$ cat config.mk
export PLATFORM = sky130hd
export DESIGN_NAME = core_reg_file_sb_flat
export DESIGN_NICKNAME = d
export VERILOG_FILES = /design/src/rtl/core_reg_file_sb_if.sv /design/src/rtl/core_reg_file_sb.sv /design/src/flat_wrapper.sv
export SDC_FILE = /design/constraint.sdc
export NUM_CORES = 2
export LEC_CHECK = 0
export BUFFER_PORTS_ARGS = -buffer_cell sky130_fd_sc_hd__buf_2
export CAP_MARGIN = 5
export CELL_PAD_IN_SITES_DETAIL_PLACEMENT = 0
export CELL_PAD_IN_SITES_GLOBAL_PLACEMENT = 1
export CORE_MARGIN = 4
export CORE_UTILIZATION = 40
export CTS_BUF_LIST = sky130_fd_sc_hd__clkbuf_8 sky130_fd_sc_hd__clkbuf_16
export CTS_CLUSTER_DIAMETER = 40
export DETAILED_ROUTE_END_ITERATION = 12
export HOLD_SLACK_MARGIN = 0.1
export PLACE_DENSITY = 0.68
export SLEW_MARGIN = 40
export SYNTH_ARGS = -nofsm -noshare
export SYNTH_HDL_FRONTEND = slang
export SYNTH_SLANG_ARGS = --single-unit
$ cat constraint.sdc
create_clock -name clk -period 6.7 [get_ports clk]
set_input_delay 1.34 -clock clk [delete_from_list [all_inputs] [get_ports clk]]
set_output_delay 1.34 -clock clk [all_outputs]
set_load 0.1 [all_outputs]
$ cat src/rtl/core_reg_file_sb_if.sv
// Decode/writeback side of the scoreboarded register file.
// The master drives read and write requests; the slave returns read data and busy status.
interface core_reg_file_sb_if #(
    parameter int XLEN = 32,
    parameter int NREG = 32,
    parameter int NRD  = 2,
    parameter int NWR  = 1
);
    localparam int AW = $clog2(NREG);

    logic                 stall_n;
    logic [NRD*AW-1:0]    rd_addr;
    logic [NRD*XLEN-1:0]  rd_data;
    logic [NRD-1:0]       rd_busy;
    logic [NWR-1:0]       wr_en;
    logic [NWR*AW-1:0]    wr_addr;
    logic [NWR*XLEN-1:0]  wr_data;
    logic [NWR-1:0]       wr_clr;
    logic                 iss_en;
    logic [AW-1:0]        iss_addr;
    logic [AW:0]          busy_cnt;

    modport master (
        output stall_n, rd_addr, wr_en, wr_addr, wr_data, wr_clr, iss_en, iss_addr,
        input  rd_data, rd_busy, busy_cnt
    );

    modport slave (
        input  stall_n, rd_addr, wr_en, wr_addr, wr_data, wr_clr, iss_en, iss_addr,
        output rd_data, rd_busy, busy_cnt
    );
endinterface

$ cat src/rtl/core_reg_file_sb.sv
// Multi-ported integer register file with a hard-wired zero register, optional
// write-to-read bypass and a pending-write scoreboard for RAW hazard detection.
module core_reg_file_sb #(
    parameter int XLEN   = 32,
    parameter int NREG   = 32,
    parameter int NRD    = 2,
    parameter int NWR    = 1,
    parameter int BYPASS = 1
) (
    input  logic               clk,
    input  logic               rst_n,
    core_reg_file_sb_if.slave  bus
);
    localparam int AW = $clog2(NREG);
    localparam int CW = AW + 1;

    logic [XLEN-1:0]  regs [NREG];
    logic [NREG-1:0]  busy;
    logic [NREG-1:0]  busy_next;
    logic [NREG-1:0]  clr_vec;
    logic [CW-1:0]    busy_cnt_q;
    logic [CW-1:0]    cnt_next;

    logic [NRD*XLEN-1:0] rd_data_c;
    logic [NRD-1:0]      rd_busy_c;
    logic [AW-1:0]       ra;
    logic [XLEN-1:0]     rdat;

    // A simultaneous issue to the same register wins over a retiring write.
    always_comb begin
        clr_vec = '0;
        for (int j = 0; j < NWR; j++) begin
            if (bus.wr_en[j] && bus.wr_clr[j]) begin
                clr_vec[bus.wr_addr[j*AW +: AW]] = 1'b1;
            end
        end
        clr_vec[0] = 1'b0;

        busy_next = busy;
        if (bus.stall_n) begin
            busy_next = busy & ~clr_vec;
            if (bus.iss_en) begin
                busy_next[bus.iss_addr] = 1'b1;
            end
            busy_next[0] = 1'b0;
        end

        cnt_next = '0;
        for (int r = 0; r < NREG; r++) begin
            cnt_next = cnt_next + CW'(busy_next[r]);
        end
    end

    always_ff @(posedge clk or negedge rst_n) begin
        if (!rst_n) begin
            for (int r = 0; r < NREG; r++) begin
                regs[r] <= '0;
            end
        end else if (bus.stall_n) begin
            for (int j = 0; j < NWR; j++) begin
                if (bus.wr_en[j] && (bus.wr_addr[j*AW +: AW] != '0)) begin
                    regs[bus.wr_addr[j*AW +: AW]] <= bus.wr_data[j*XLEN +: XLEN];
                end
            end
        end
    end

    always_ff @(posedge clk or negedge rst_n) begin
        if (!rst_n) begin
            busy       <= '0;
            busy_cnt_q <= '0;
        end else begin
            busy       <= busy_next;
            busy_cnt_q <= cnt_next;
        end
    end

    // Forwarded data ignores stall so the consumer always sees the value being written.
    always_comb begin
        rd_data_c = '0;
        rd_busy_c = '0;
        ra        = '0;
        rdat      = '0;
        for (int i = 0; i < NRD; i++) begin
            ra   = bus.rd_addr[i*AW +: AW];
            rdat = regs[ra];
            if (BYPASS != 0) begin
                for (int j = 0; j < NWR; j++) begin
                    if (bus.wr_en[j] && (bus.wr_addr[j*AW +: AW] == ra)) begin
                        rdat = bus.wr_data[j*XLEN +: XLEN];
                    end
                end
            end
            if ((ra == '0) || !rst_n) begin
                rdat = '0;
            end
            rd_data_c[i*XLEN +: XLEN] = rdat;
            rd_busy_c[i] = rst_n && (ra != '0) && busy[ra]
                           && !((BYPASS != 0) && bus.stall_n && clr_vec[ra]);
        end
    end

    assign bus.rd_data  = rd_data_c;
    assign bus.rd_busy  = rd_busy_c;
    assign bus.busy_cnt = busy_cnt_q;
endmodule

$ cat src/flat_wrapper.sv
// flat-port wrapper written by rule: the top's interface ports become plain ports
module core_reg_file_sb_flat 
#(
    parameter int XLEN   = 32,
    parameter int NREG   = 32,
    parameter int NRD    = 2,
    parameter int NWR    = 1,
    parameter int BYPASS = 1
)
  (clk, rst_n, bus_stall_n, bus_rd_addr, bus_wr_en, bus_wr_addr, bus_wr_data, bus_wr_clr, bus_iss_en, bus_iss_addr, bus_rd_data, bus_rd_busy, bus_busy_cnt);
  core_reg_file_sb_if #(.XLEN(XLEN), .NREG(NREG), .NRD(NRD), .NWR(NWR)) bus_i ();
  input  logic clk;
  input  logic rst_n;
  input wire logic [$bits(bus_i.stall_n)-1:0] bus_stall_n;
  input wire logic [$bits(bus_i.rd_addr)-1:0] bus_rd_addr;
  input wire logic [$bits(bus_i.wr_en)-1:0] bus_wr_en;
  input wire logic [$bits(bus_i.wr_addr)-1:0] bus_wr_addr;
  input wire logic [$bits(bus_i.wr_data)-1:0] bus_wr_data;
  input wire logic [$bits(bus_i.wr_clr)-1:0] bus_wr_clr;
  input wire logic [$bits(bus_i.iss_en)-1:0] bus_iss_en;
  input wire logic [$bits(bus_i.iss_addr)-1:0] bus_iss_addr;
  output wire logic [$bits(bus_i.rd_data)-1:0] bus_rd_data;
  output wire logic [$bits(bus_i.rd_busy)-1:0] bus_rd_busy;
  output wire logic [$bits(bus_i.busy_cnt)-1:0] bus_busy_cnt;
  assign bus_i.stall_n = bus_stall_n;
  assign bus_i.rd_addr = bus_rd_addr;
  assign bus_i.wr_en = bus_wr_en;
  assign bus_i.wr_addr = bus_wr_addr;
  assign bus_i.wr_data = bus_wr_data;
  assign bus_i.wr_clr = bus_wr_clr;
  assign bus_i.iss_en = bus_iss_en;
  assign bus_i.iss_addr = bus_iss_addr;
  assign bus_rd_data = bus_i.rd_data;
  assign bus_rd_busy = bus_i.rd_busy;
  assign bus_busy_cnt = bus_i.busy_cnt;
  core_reg_file_sb #(.XLEN(XLEN), .NREG(NREG), .NRD(NRD), .NWR(NWR), .BYPASS(BYPASS)) u_core (.clk(clk), .rst_n(rst_n), .bus(bus_i));
endmodule
==> flow_summary.ini <==
[setup_path]
crit_top_cell = fa_1
start_kind = input port
required_ps = 7390
reg2reg_depth = 18
arrival_ps = 7000
reg2reg_from = u_core.busy[1]
end_kind = flip-flop
crit_start = bus_wr_addr[2]
ff2ff_setup_slack_ps = 1240
r2r-end = u_core.bus.busy_cnt[4]
cp_num_buf_inv = 5
crit_path_top_delay_cell = fa_1
crit_type = input port to flip-flop
slowest_delay_ps = 500
critPathTopFamily = adder cells
path_cells = buf_2 > nor3_2 > nand2_1 > o21ai_0 > o21ai_0 > ha_1 > inv_1 > fa_1 > inv_1 > fa_1 > fa_1 > fa_1 > inv_1 > fa_1 > fa_1 > inv_1 > fa_1 > fa_1 > a21o_1 > a21oi_1 > xnor2_1
cp_max_fo = 3

[synth]
yosysWarnings = 0
ys_seq_elements = 1062
async_reset_ff_share_pct = 100
ys_top_cells_by_area = dfrtp_1, mux2_2, mux4_2, mux2i_1, clkbuf_1
syn_area_per_cell_um2 = 14.4
synthesis.area_mm2 = 0.0580
synthCells = 4018
synth_top_area_share_pct = 45.8
synthFlopType = dfrtp_1
yosysSeqAreaShare_pct = 45.8
synth_edf_count = 0
syn_nets = 4108
synth_top_cell_by_area = dfrtp_1
synth.distinct_cells = 65

[place]
dpl.hpwl_um = 116000
io_buffers = 129
place_ws_ps = -363
gp_congestion = 0.842
dp_cells = 5810

[pwr]
power_density_mw_per_mm2 = 332
ir_drop_mv = 0.642
p_leak_uw = 0.0302

[clocking]
cts_tree = done
cts.sinks = 1062
clk_pin_slew_ps = 50
cts_resized = 0
root_buffer = clkbuf_16
cts_max_level = 4
clock_latency_ps = 800
ctsHoldBuffers = 0
postCtsSetupRepairBufs = 0
cts_made_buffers = 178
clk_path_buf_depth = 3

[routing]
drc = 0
wire_per_inst_um = 31.2
via_per_inst = 6.33
drtAntennaViolNets = 0
num_vias = 38916
drtIter0Drc = 3494
routed_wl_um = 191000
firstDrtPassIters = 5

[timing]
max_slew_margin_pct = 39.9
setup_viol = 0
clock_skew_ps = 30.6
rsz0062_at_grt = no
fin_crit_sh_pct = 94.3
tightest_slew_ps = 902
fmax_ghz = 0.158
hold_viol_final = 0
slew_violations = 0
finalWorstSetupSlack_ps = 385
period_needed_ps = 6320
hold_slack_ps = 397

[floorplanning]
initial_utilization_pct = 40.3
die-area_mm2 = 0.151
num_rows = 139
die_x_um = 389
core_mm2 = 0.144
die_h_um = 389
pin_count = 130

[run_status]
status = finished, final reports clean

[cells_and_area]
drive_gt1_share_pct = 50.6
syn2layout_area_growth_pct = 17.8
layout_commonest_cell = dfrtp_1
final_cells = 6147
utilization_pct = 47.5
nets = 4178
final_cell_mix = dfrtp_1, mux2_2, mux4_2

[global_routing]
grt_max_degree = 89
grt-ovfl-total = 0
grt_pass1_wl_um = 282000
grt_pass1_vias = 40065
antenna_found_initial = 11
track_usage_pct = 25.3

[worst_hold_path]
min_from = u_core.regs[1005]
holdPathStages = 0
min_path_type = flip-flop to flip-flop
hold_end = u_core.regs[1005]

[flow_run]
cap_violations = 0
## flip-flops by register name (all words and copies together) (netlist names)
| name | cells |
|---|---|
| u_core.bus.busy_cnt | 6 |
| u_core.busy | 32 |
| u_core.regs | 1024 |
## worst max-delay path by stage
stage / slack, ps / cells past startpoint / end
after global placement: -360 / 19 / u_core.bus.busy_cnt[4]
final: 380 / 21 / u_core.bus.busy_cnt[4]
after CTS: 450 / 19 / u_core.bus.busy_cnt[4]
after floorplan: -20 / 20 / u_core.bus.busy_cnt[4]
after global routing: 130 / 19 / u_core.bus.busy_cnt[4]
after detailed placement: -360 / 21 / u_core.bus.busy_cnt[4]
## cell usage after synthesis, types with 5 or more instances
cell,n
o211ai_1,31
ha_1,8
inv_1,47
dfrtp_1,1062
buf_1,14
clkbuf_1,223
mux2_2,969
a211oi_1,55
a31oi_1,5
and3_1,6
o21a_1,13
o22ai_1,63
and2_1,5
nand4_1,10
a22o_1,27
a22oi_1,34
mux2i_1,170
mux2_1,30
a21oi_1,43
mux4_2,459
nor2_1,85
nor3_1,11
buf_2,162
o2111a_1,30
nor2b_1,35
nor2_2,5
buf_4,35
nand3_1,11
fa_1,24
a221oi_1,94
o21ai_0,114
xor2_1,7
o221ai_1,8
nand2_1,52
buf_6,7
xnor2_1,6
## power breakdown
| group | leakage, uW | total [uW] | internal [uW] | switching (uW) |
|---|---|---|---|---|
| sequential | 0.0141 | 7920 | 7310 | 610 |
| clock | 0.00314 | 9770 | 6180 | 3590 |
| combinational | 0.0129 | 4960 | 2490 | 2470 |
## layout make-up
type / instances / area, um2
Antenna cell: 6 / 15.0
Clock buffer: 196 / 4720
Clock inverter: 134 / 1730
Fill cell: 12603 / 75500
Inverter: 51 / 191
Multi-Input combinational cell: 2458 / 29400
Sequential cell: 1062 / 26600
Tap cell: 1903 / 2380
Timing Repair Buffer: 337 / 3290
## cell families after synthesis
| logic type | Yosys count | synth area share [%] |
|---|---|---|
| compound gates | 538 | 6.65 |
| fa+ha+maj | 32 | 1.00 |
| xor+xnor | 13 | 0.196 |
| simple gates | 247 | 2.10 |
| flops | 1062 | 45.8 |
| mux | 1628 | 40.2 |
| buf+inv | 498 | 4.03 |
## metrics by stage
stage	total power, uW	setup TNS [ps]	instance area, um2
2_1_floorplan	11500	-17.1	58000
3_3_place_gp	12800	-950	61300
3_5_place_dp	13000	-890	61800
4_1_cts	22800	0	68200
5_1_grt	23700	0	68300
6_report	22700	0	68300
## metal layers
layer	track usage [%]	wire length (um)	share of wire, %	vias up
li1	-	-	-	15797
met1	34.8	80500	42	21173
met2	39.7	90000	47	1551
met3	5.07	13800	7.2	391
met4	9.32	7170	3.7	4
met5	0	25	0.013	-
Note: power is estimated with default switching activity, not from simulation.
